File: config.mk
export PLATFORM = sky130hd
export DESIGN_NAME = ps2_event_arbiter
export DESIGN_NICKNAME = d
export VERILOG_FILES = /design/src/rtl/ps2_pkg.sv /design/src/rtl/ps2_rx_chan.sv /design/src/rtl/ps2_event_arbiter.sv
export SDC_FILE = /design/constraint.sdc
export NUM_CORES = 1
export LEC_CHECK = 0
export ABC_AREA = 1
export CORE_ASPECT_RATIO = 1.1
export CORE_MARGIN = 2
export CORE_UTILIZATION = 55
export DETAILED_ROUTE_END_ITERATION = 7
export GPL_TIMING_DRIVEN = 0
export MAX_ROUTING_LAYER = met4
export PLACE_DENSITY = 0.75
export SLEW_MARGIN = 40
export SYNTH_ARGS = -nofsm -noshare
export SYNTH_HDL_FRONTEND = slang
export SYNTH_SLANG_ARGS = --single-unit
export TNS_END_PERCENT = 5
File: constraint.sdc
create_clock -name clk -period 4.1 [get_ports clk]
set_input_delay 0.82 -clock clk [delete_from_list [all_inputs] [get_ports clk]]
set_output_delay 0.82 -clock clk [all_outputs]
set_load 0.01 [all_outputs]
File: src/rtl/ps2_pkg.sv
// Shared types for the PS/2 keyboard/mouse event path.
package ps2_pkg;
    typedef enum logic [1:0] {IDLE, DATA, PARITY, STOP} ps2_state_t;

    typedef struct packed {
        logic       src;
        logic       err;
        logic [7:0] data;
    } ps2_evt_t;

    localparam logic SRC_KBD   = 1'b0;
    localparam logic SRC_MOUSE = 1'b1;
endpackage

File: src/rtl/ps2_rx_chan.sv
// One PS/2 receive channel: input synchronizer, falling-edge detect,
// frame FSM with inactivity timeout, and a single-entry holding register.
module ps2_rx_chan
    import ps2_pkg::*;
#(
    parameter int SYNC_STAGES    = 2,
    parameter int TIMEOUT_CYCLES = 8192
) (
    input  logic       clk,
    input  logic       rst,
    input  logic       ps2_clk,
    input  logic       ps2_data,
    input  logic       hold_pop,
    output logic       hold_valid,
    output logic       hold_err,
    output logic [7:0] hold_byte,
    output logic       drop
);
    localparam int TW = $clog2(TIMEOUT_CYCLES);

    logic [SYNC_STAGES-1:0] clk_sync_q, clk_sync_d, data_sync_q, data_sync_d;
    logic                   clk_prev_q, clk_prev_d;
    logic                   fall_q, fall_d;
    logic                   bit_q, bit_d;
    ps2_state_t             state_q, state_d;
    logic [2:0]             cnt_q, cnt_d;
    logic [7:0]             shift_q, shift_d;
    logic                   perr_q, perr_d;
    logic [TW-1:0]          tmo_q, tmo_d;
    logic                   hold_valid_q, hold_valid_d;
    logic [8:0]             hold_q, hold_d;
    logic                   frame_done, frame_err, load;

    // Edge pulse and sampled bit are registered together so data and clock stay aligned.
    always_comb begin
        clk_sync_d  = {clk_sync_q[SYNC_STAGES-2:0], ps2_clk};
        data_sync_d = {data_sync_q[SYNC_STAGES-2:0], ps2_data};
        clk_prev_d  = clk_sync_q[SYNC_STAGES-1];
        fall_d      = clk_prev_q & ~clk_sync_q[SYNC_STAGES-1];
        bit_d       = data_sync_q[SYNC_STAGES-1];
    end

    always_comb begin
        state_d    = state_q;
        cnt_d      = cnt_q;
        shift_d    = shift_q;
        perr_d     = perr_q;
        tmo_d      = tmo_q;
        frame_done = 1'b0;
        frame_err  = 1'b0;
        case (state_q)
            IDLE: begin
                tmo_d = '0;
                if (fall_q && !bit_q) begin
                    state_d = DATA;
                    cnt_d   = 3'd0;
                end
            end
            DATA: if (fall_q) begin
                shift_d = {bit_q, shift_q[7:1]};
                cnt_d   = cnt_q + 3'd1;
                if (cnt_q == 3'd7) state_d = PARITY;
            end
            PARITY: if (fall_q) begin
                perr_d  = ~(^shift_q ^ bit_q);
                state_d = STOP;
            end
            STOP: if (fall_q) begin
                frame_done = 1'b1;
                frame_err  = perr_q | ~bit_q;
                state_d    = IDLE;
            end
            default: state_d = IDLE;
        endcase
        if (state_q != IDLE) begin
            if (fall_q) begin
                tmo_d = '0;
            end else if (tmo_q == TW'(TIMEOUT_CYCLES - 1)) begin
                state_d = IDLE;
                tmo_d   = '0;
            end else begin
                tmo_d = tmo_q + TW'(1);
            end
        end
    end

    // A slot being granted out this cycle may be refilled in the same cycle.
    always_comb begin
        drop         = frame_done & hold_valid_q & ~hold_pop;
        load         = frame_done & ~drop;
        hold_valid_d = load | (hold_valid_q & ~hold_pop);
        hold_d       = load ? {frame_err, shift_q} : hold_q;
    end

    always_ff @(posedge clk) begin
        if (rst) begin
            clk_sync_q   <= '1;
            data_sync_q  <= '1;
            clk_prev_q   <= 1'b1;
            fall_q       <= 1'b0;
            bit_q        <= 1'b1;
            state_q      <= IDLE;
            cnt_q        <= '0;
            shift_q      <= '0;
            perr_q       <= 1'b0;
            tmo_q        <= '0;
            hold_valid_q <= 1'b0;
            hold_q       <= '0;
        end else begin
            clk_sync_q   <= clk_sync_d;
            data_sync_q  <= data_sync_d;
            clk_prev_q   <= clk_prev_d;
            fall_q       <= fall_d;
            bit_q        <= bit_d;
            state_q      <= state_d;
            cnt_q        <= cnt_d;
            shift_q      <= shift_d;
            perr_q       <= perr_d;
            tmo_q        <= tmo_d;
            hold_valid_q <= hold_valid_d;
            hold_q       <= hold_d;
        end
    end

    assign hold_valid = hold_valid_q;
    assign hold_err   = hold_q[8];
    assign hold_byte  = hold_q[7:0];
endmodule

File: src/rtl/ps2_event_arbiter.sv
// Keyboard + mouse PS/2 receivers, round-robin merged into one event FIFO
// presented to the core with a valid/ready handshake.
module ps2_event_arbiter
    import ps2_pkg::*;
#(
    parameter int FIFO_DEPTH     = 4,
    parameter int TIMEOUT_CYCLES = 8192,
    parameter int SYNC_STAGES    = 2
) (
    input  logic       clk,
    input  logic       rst,
    input  logic       kbd_clk,
    input  logic       kbd_data,
    input  logic       mouse_clk,
    input  logic       mouse_data,
    output logic       evt_valid,
    input  logic       evt_ready,
    output logic       evt_src,
    output logic       evt_err,
    output logic [7:0] evt_byte,
    output logic [1:0] ovf,
    input  logic       ovf_clr
);
    localparam int AW = $clog2(FIFO_DEPTH);

    logic [1:0]      ps2_clk_in, ps2_data_in;
    logic [1:0]      hold_valid, hold_err, drop, grant;
    logic [1:0][7:0] hold_byte;

    assign ps2_clk_in  = {mouse_clk, kbd_clk};
    assign ps2_data_in = {mouse_data, kbd_data};

    for (genvar g = 0; g < 2; g++) begin : g_chan
        ps2_rx_chan #(
            .SYNC_STAGES   (SYNC_STAGES),
            .TIMEOUT_CYCLES(TIMEOUT_CYCLES)
        ) u_chan (
            .clk       (clk),
            .rst       (rst),
            .ps2_clk   (ps2_clk_in[g]),
            .ps2_data  (ps2_data_in[g]),
            .hold_pop  (grant[g]),
            .hold_valid(hold_valid[g]),
            .hold_err  (hold_err[g]),
            .hold_byte (hold_byte[g]),
            .drop      (drop[g])
        );
    end

    ps2_evt_t      mem_q [FIFO_DEPTH];
    ps2_evt_t      mem_d [FIFO_DEPTH];
    ps2_evt_t      push_evt, head;
    logic [AW:0]   wr_ptr_q, wr_ptr_d, rd_ptr_q, rd_ptr_d;
    logic          rr_q, rr_d;
    logic [1:0]    ovf_q, ovf_d;
    logic          empty, full, pop, push, can_push, sel;

    always_comb begin
        empty    = (wr_ptr_q == rd_ptr_q);
        full     = (wr_ptr_q[AW] != rd_ptr_q[AW]) && (wr_ptr_q[AW-1:0] == rd_ptr_q[AW-1:0]);
        pop      = ~empty & evt_ready;
        can_push = ~full | pop;
        grant    = 2'b00;
        rr_d     = rr_q;
        // rr_q names the channel that wins when both holding regs are full.
        if (can_push) begin
            if (hold_valid == 2'b11) grant[rr_q] = 1'b1;
            else                     grant = hold_valid;
        end
        push = |grant;
        if (push) rr_d = grant[SRC_KBD] ? SRC_MOUSE : SRC_KBD;
        sel           = grant[SRC_MOUSE];
        push_evt.src  = sel;
        push_evt.err  = hold_err[sel];
        push_evt.data = hold_byte[sel];

        mem_d = mem_q;
        if (push) mem_d[wr_ptr_q[AW-1:0]] = push_evt;
        wr_ptr_d = wr_ptr_q + {{AW{1'b0}}, push};
        rd_ptr_d = rd_ptr_q + {{AW{1'b0}}, pop};

        ovf_d = (ovf_clr ? 2'b00 : ovf_q) | drop;
    end

    always_ff @(posedge clk) begin
        if (rst) begin
            wr_ptr_q <= '0;
            rd_ptr_q <= '0;
            rr_q     <= SRC_KBD;
            ovf_q    <= 2'b00;
        end else begin
            wr_ptr_q <= wr_ptr_d;
            rd_ptr_q <= rd_ptr_d;
            rr_q     <= rr_d;
            ovf_q    <= ovf_d;
        end
    end

    // Storage needs no reset: outputs are masked while the FIFO is empty.
    always_ff @(posedge clk) begin
        mem_q <= mem_d;
    end

    assign head      = mem_q[rd_ptr_q[AW-1:0]];
    assign evt_valid = ~empty;
    assign evt_src   = evt_valid & head.src;
    assign evt_err   = evt_valid & head.err;
    assign evt_byte  = evt_valid ? head.data : 8'h00;
    assign ovf       = ovf_q;
endmodule

# After elaboration in Yosys (flattened, before gate mapping)
# Cells that the tools add are included.
# word_totals
input_bits,8
reg_bits,137
out_inout_bits,13
word_cells,186
# op_classes
reduce_logical,24
n_eq_ne,18
mux,57
magnitude_cmp,6
bitwise,35
n_addsub,6
# op_table
operator,count
$mux 13,8
$bwmux 40,1
$mux 2,19
$mux 10,3
$add 13x1->13 const B,2
$eq 13x13->1 const B,2
$mux 8,3
$bmux 10 s2,1
$demux 10 s2,1
$pmux 2 s4,2
$reduce_xor 8->1,2
$and 1x1->1,13
$mux 1,12
$mux 3,4
$not 1->1,12
$pmux 3 s2,2
$reduce_bool 2->1,6
$eq 2x2->1 const B,5
$ne 2x1->1 const B,4
$reduce_and 2->1,4
$add 3x1->3,2
$add 3x1->3 const B,2
$eq 3x3->1 const B,2
$ge 3x3->1 const B,2
other kinds (17),32

# Depth between registers and ports, before layout
# Gate-level depths: netlist (run 1).
# depth
ltp_word,11
depth_mapped,13
mapped_depth_nobuf,13

# By module
# Synthesis (run 1) repeated with hierarchy kept, for this count alone.
# hier_totals
cells_unflattened,682
area_unflattened_um2,5784.3
# by_module_without_submodules
module,seq_area_each_um2,n_inst,area_per_inst_um2,cells_per_inst
ps2_event_arbiter,1381.3,1,2139.6,217
ps2_rx_chan (g_chan[1].u_chan),880.8,1,1824.2,233
ps2_rx_chan (g_chan[0].u_chan),880.8,1,1820.5,232

# Worst setup path after synthesis (run 1)
# No wires, ideal clock.
# synth_timing
kind,input to register
from,in evt_ready
to,"reg mem_q[20] (netlist name), enable pin"
required_time_ns,3.710
path_buffers,0
cell_stages,6
setup_time_ns,0.390
slack_ns,1.811
arrival_time_ns,1.899
cell_sequence,nor2_1 nand2_2 nand2_2 inv_1 nor2_2 nor3_1
# synth_via
elab_chain_cells,4
# synth_lines
element,line_no,source
from (decl),ps2_event_arbiter.sv:17,"input logic evt_ready,"
$and 1x1->1,ps2_event_arbiter.sv:61,pop = ~empty & evt_ready;
$or 1x1->1,ps2_event_arbiter.sv:62,can_push = ~full | pop;
$mux 2,ps2_event_arbiter.sv:66,if (can_push) begin
$reduce_or 2->1,ps2_event_arbiter.sv:70,push = |grant;
to (signal assigned),ps2_event_arbiter.sv:101,mem_q <= mem_d;
to (decl),ps2_event_arbiter.sv:50,ps2_evt_t mem_q [FIFO_DEPTH];
# No other way between the ends.
# A chain may end at the register's enable or synchronous reset.

# Worst setup path in the final report (run 1)
# layout_timing
from,reg wr_ptr_q[0]
to,out evt_err
# layout_via
elab_chain_cells,3
# layout_lines
element,line_no,source
from (decl),ps2_event_arbiter.sv:53,"logic [AW:0] wr_ptr_q, wr_ptr_d, rd_ptr_q, rd_ptr_d;"
from (signal assigned),ps2_event_arbiter.sv:92,wr_ptr_q <= wr_ptr_d;
$eq 3x3->1,ps2_event_arbiter.sv:59,empty = (wr_ptr_q == rd_ptr_q);
$not 1->1,ps2_event_arbiter.sv:105,assign evt_valid = ~empty;
$and 1x1->1,ps2_event_arbiter.sv:107,assign evt_err = evt_valid & head.err;
to (decl),ps2_event_arbiter.sv:19,"output logic evt_err,"
# No other way between the ends.

==> results_dict.tcl, run 1 <==
set metrics [dict create \
    p_seq_share_pct 48.3 \
    synth_area_um2 5960 \
    area_growth_pct 17.0 \
    max_freq_ghz 0.311 \
    n_fill_cell 859 \
    min_period_ns 3.22 \
    cts.clk_slew.worst_paths_ns 0.05 \
    io_buffers 20 \
    timing.rr.end "wr_ptr_q[2]" \
    reg2reg_slack_ns 1.98 \
    fin_area_um2 6970 \
    switching_share_pct 19.7 \
    wirelength_um 12100 \
    htreeDepth 4 \
    cts_root_buf "clkbuf_16" \
    irDropWorstVdd_v 0.000314 \
    synth_compound_gate_area_share_pct 10.5 \
    dieArea_um2 11700 \
    yosys.area_share.xor_xnor_pct 2.94 \
    grt_pass1_wl_um 20200 \
    diodes 0 \
    first_iter_violations 300 \
    cts_buffers 17 \
    hold_buffers 0 \
    cts_tree "built" \
    clock_path_buffers 2 \
    yosys_warnings 0 \
    busiest_layer "met2" \
    finalMaxSlewViolations 0 \
    post-route-util_pct 66.4 \
    ant_nets 0 \
    ys_types 34 \
    fin_crit_sh_pct 78.4 \
    drc_errors 0 \
    rows 39 \
    critPathArrivalTime_ns 2.40 \
    start_util_pct 56.8 \
    path_class "flop to output pin" \
    postCtsSetupRepairBufs 0 \
    insertion_delay_ns 0.41 \
    gp_congestion 0.813 \
    core_area_um2 10500 \
    reg2regPathDepth 13 \
    synth_top_family_by_area "simple AND/OR/NAND/NOR gates" \
    start_kind "flop" \
    syn-num-nets 743 \
    reg2reg_from "wr_ptr_q[0]" \
    antenna_found_initial 0 \
    min_path_type "flop to flop" \
    vias 4804 \
    first_global_vias 4789 \
    hold_depth 1 \
    syn_avg_cell_area_um2 8.21 \
    min_from "g_chan[0].u_chan.clk_sync_q[0]" \
    worst_slew_pin_slew_ns 0.606 \
    rsz0062_at_grt "no" \
    comb_power_share_pct 1.5 \
    pwr-share-clk_pct 50.2 \
    ctsResizeCount 0 \
    ys_ff_latch 137 \
    grt_usage_pct 22.9 \
    muxShareOfSynthArea_pct 0 \
    fp.dieW_um 103 \
    crit_path_end_kind "output pin" \
    final-hold-violation-count 0 \
    fin_nets 786 \
    synth_top_area_cell "dfxtp_1" \
    grt_max_degree 17 \
    yosys.area.top_type_share_pct 32.6 \
    synth_area_leaders "dfxtp_1 (33%), edfxtp_1 (20%), nand2_1 (11%), nor2_1 (6.1%), inv_1 (4.5%)" \
    p_leak_nw 2.86 \
    wl_per_cell_um 13.1 \
    p_int_mw 2.32 \
    switchingPower_mw 0.569 \
    fp.dieH_um 113 \
    yosys.area_share.simple_pct 24.4 \
    layout-drive-gt1-share_pct 12.0 \
    first_pass_iters 5 \
    finalSetupViolCount 0 \
    cts_sinks 137 \
    placed_cell_area_um2 6380 \
    dp_hpwl_um 8600 \
    drv_cap 0 \
    syn_inst 725 \
    min_to "g_chan[0].u_chan.clk_sync_q[1]" \
    critPathRequiredTime_ns 3.28 \
    fin_skew_ns 0.00902 \
    use_met3_pct 5.68 \
    status "finished clean" \
    grt_overflow 0 \
    fin_setup_tns_ns 0 \
    slew_headroom_pct 59.6 \
    power.density_nw_per_um2 415 \
    vias_per_cell 5.20 \
    globalRouteMet1Util_pct 22.7 \
    synth_adder_area_share_pct 2.10 \
    ys_seq_area_share_pct 52.8 \
    path_max_fanout 10 \
    boundaryPins 21 \
    grtUsageMet2_pct 42.1 \
]
-- logic make-up after synthesis --
group,Yosys count
flip-flops,137
buffers and inverters,105
adder cells (fa/ha/maj),10
XOR/XNOR,20
AND/OR/NAND/NOR,343
AO/OA/AOI/OAI,110
-- metrics by stage --
stage | total power [mW] | hold slack [ns] | instances | worst slack, ns
finish | 2.89 | 0.408 | 924 | 0.884
detailed placement | 1.47 | 0.400 | 892 | 1.37
global route | 2.97 | 0.423 | 924 | 0.772
global placement | 1.47 | 0.395 | 888 | 0.749
floorplan | 1.45 | 0.389 | 725 | 1.81
CTS | 2.91 | 0.413 | 924 | 0.910
-- cells in the final DEF, fill, tap and decap left out, drive strengths merged --
cell | synthesis | final
nand2 | 173 | 173
nor2 | 103 | 103
dfxtp | 97 | 97
inv | 79 | 79
a21oi | 53 | 53
clkbuf | 15 | 42
o21ai | 40 | 40
edfxtp | 40 | 40
nand3 | 36 | 36
clkdlybuf4s50 | 0 | 20
buf | 11 | 15
or2 | 14 | 14
xor2 | 13 | 13
o22ai | 10 | 10
ha | 10 | 10
nor3 | 9 | 9
xnor2 | 7 | 7
nand4 | 4 | 4
nand3b | 3 | 3
clkinv | 0 | 3
a21boi | 2 | 2
o211ai | 2 | 2
clkinvlp | 0 | 2
a211oi | 1 | 1
nor3b | 1 | 1
a31oi | 1 | 1
o2111ai | 1 | 1
-- area by class of cell --
cell class | instances | area [um^2] | share of cell area [%]
Multi-Input combinational cell | 483 | 2400 | 34.4
Tap cell | 143 | 179 | 2.57
Clock buffer | 27 | 548 | 7.87
Clock inverter | 5 | 33.8 | 0.485
Inverter | 79 | 297 | 4.26
Sequential cell | 137 | 3140 | 45.1
Buffer | 26 | 136 | 1.96
Timing Repair Buffer | 24 | 230 | 3.30
-- power groups by stage --
stage	Combinational (mW)	Sequential, mW	Clock, mW
detailed placement	0.0436	1.43	0
global route	0.0497	1.40	1.53
finish	0.0435	1.40	1.45
global placement	0.0426	1.43	0
floorplan	0.0277	1.42	0
CTS	0.0439	1.40	1.47
-- metal layers --
layer  up-vias  part of all wire (%)
li1       2425                     -
met1      2259                    41
met2        98                    53
met3        22                   3.6
met4         0                   2.2
met5         -                     0
-- cell usage after synthesis --
cell and number:
xor2_1 13, o211ai_2 2, o21ai_0 40, nand3_1 36, nor2_1 97, nand4_1 4
nor3_1 8, nand2_1 168, nand2_4 3, inv_1 71, buf_2 7, a21oi_1 43
a21oi_2 10, a21boi_1 2, or2_1 1, o2111ai_1 1, or2_2 13, buf_8 1
a31oi_1 1, ha_1 10, nand3b_1 3, buf_6 2, inv_2 8, o22ai_1 10
clkbuf_1 15, dfxtp_1 97, nand2_2 2, a211oi_1 1, nor3b_1 1, edfxtp_1 40
xnor2_1 7, buf_4 1, nor3_2 1, nor2_2 6
-- how the worst max path moves through the flow --
| stage | startpoint | slack [ns] | endpoint | depth (start not counted) |
|---|---|---|---|---|
| 6_report | wr_ptr_q[0] | 0.88 | evt_err | 9 |
| 5_1_grt | wr_ptr_q[0] | 0.77 | evt_err | 9 |
| 4_1_cts | wr_ptr_q[0] | 0.91 | evt_byte[4] | 9 |
| 3_5_place_dp | wr_ptr_q[0] | 1.37 | evt_err | 9 |
| 3_3_place_gp | evt_ready | 0.75 | mem_q[35] | 7 |
| 2_1_floorplan | evt_ready | 1.81 | mem_q[20] | 6 |
-- critical path, cell delays in order, from the launching register on --
cell and delay [ns]:
dfxtp_1 0.36, inv_1 0.14, nand2_1 0.06, nand2_1 0.08, nor2_2 0.05, nand2_1 0.10
clkbuf_1 0.45, nand2_1 0.12, inv_1 0.08, clkdlybuf4s50_1 0.53
-- sequential cells by signal (all words and copies together) (netlist names), 4 cells and up --
name                       cells
g_chan.u_chan.shift_q         16
g_chan.u_chan.state_q          4
g_chan.u_chan.clk_sync_q       4
g_chan.u_chan.hold_q          18
g_chan.u_chan.tmo_q           26
g_chan.u_chan.cnt_q            6
mem_q                         40
g_chan.u_chan.data_sync_q      4
No activity file was read; power rests on OpenSTA's default activity.
==> run 2: changes to the inputs <==
clock period = 3.2 ns   (was 4.1 ns; I/O delays follow)
==> results of run 2 <==
Same layout as run 1 (identical final DEF). Status: finished clean.
Main changes from that run: setup slack after placement 1.37 ns -> 0.648 ns; setup slack after layout 0.884 ns -> 0.164 ns; register-to-register setup slack 1.98 ns -> 1.08 ns; total power 2.89 mW -> 3.71 mW; worst IR drop on VDD 0.000314 V -> 0.000402 V
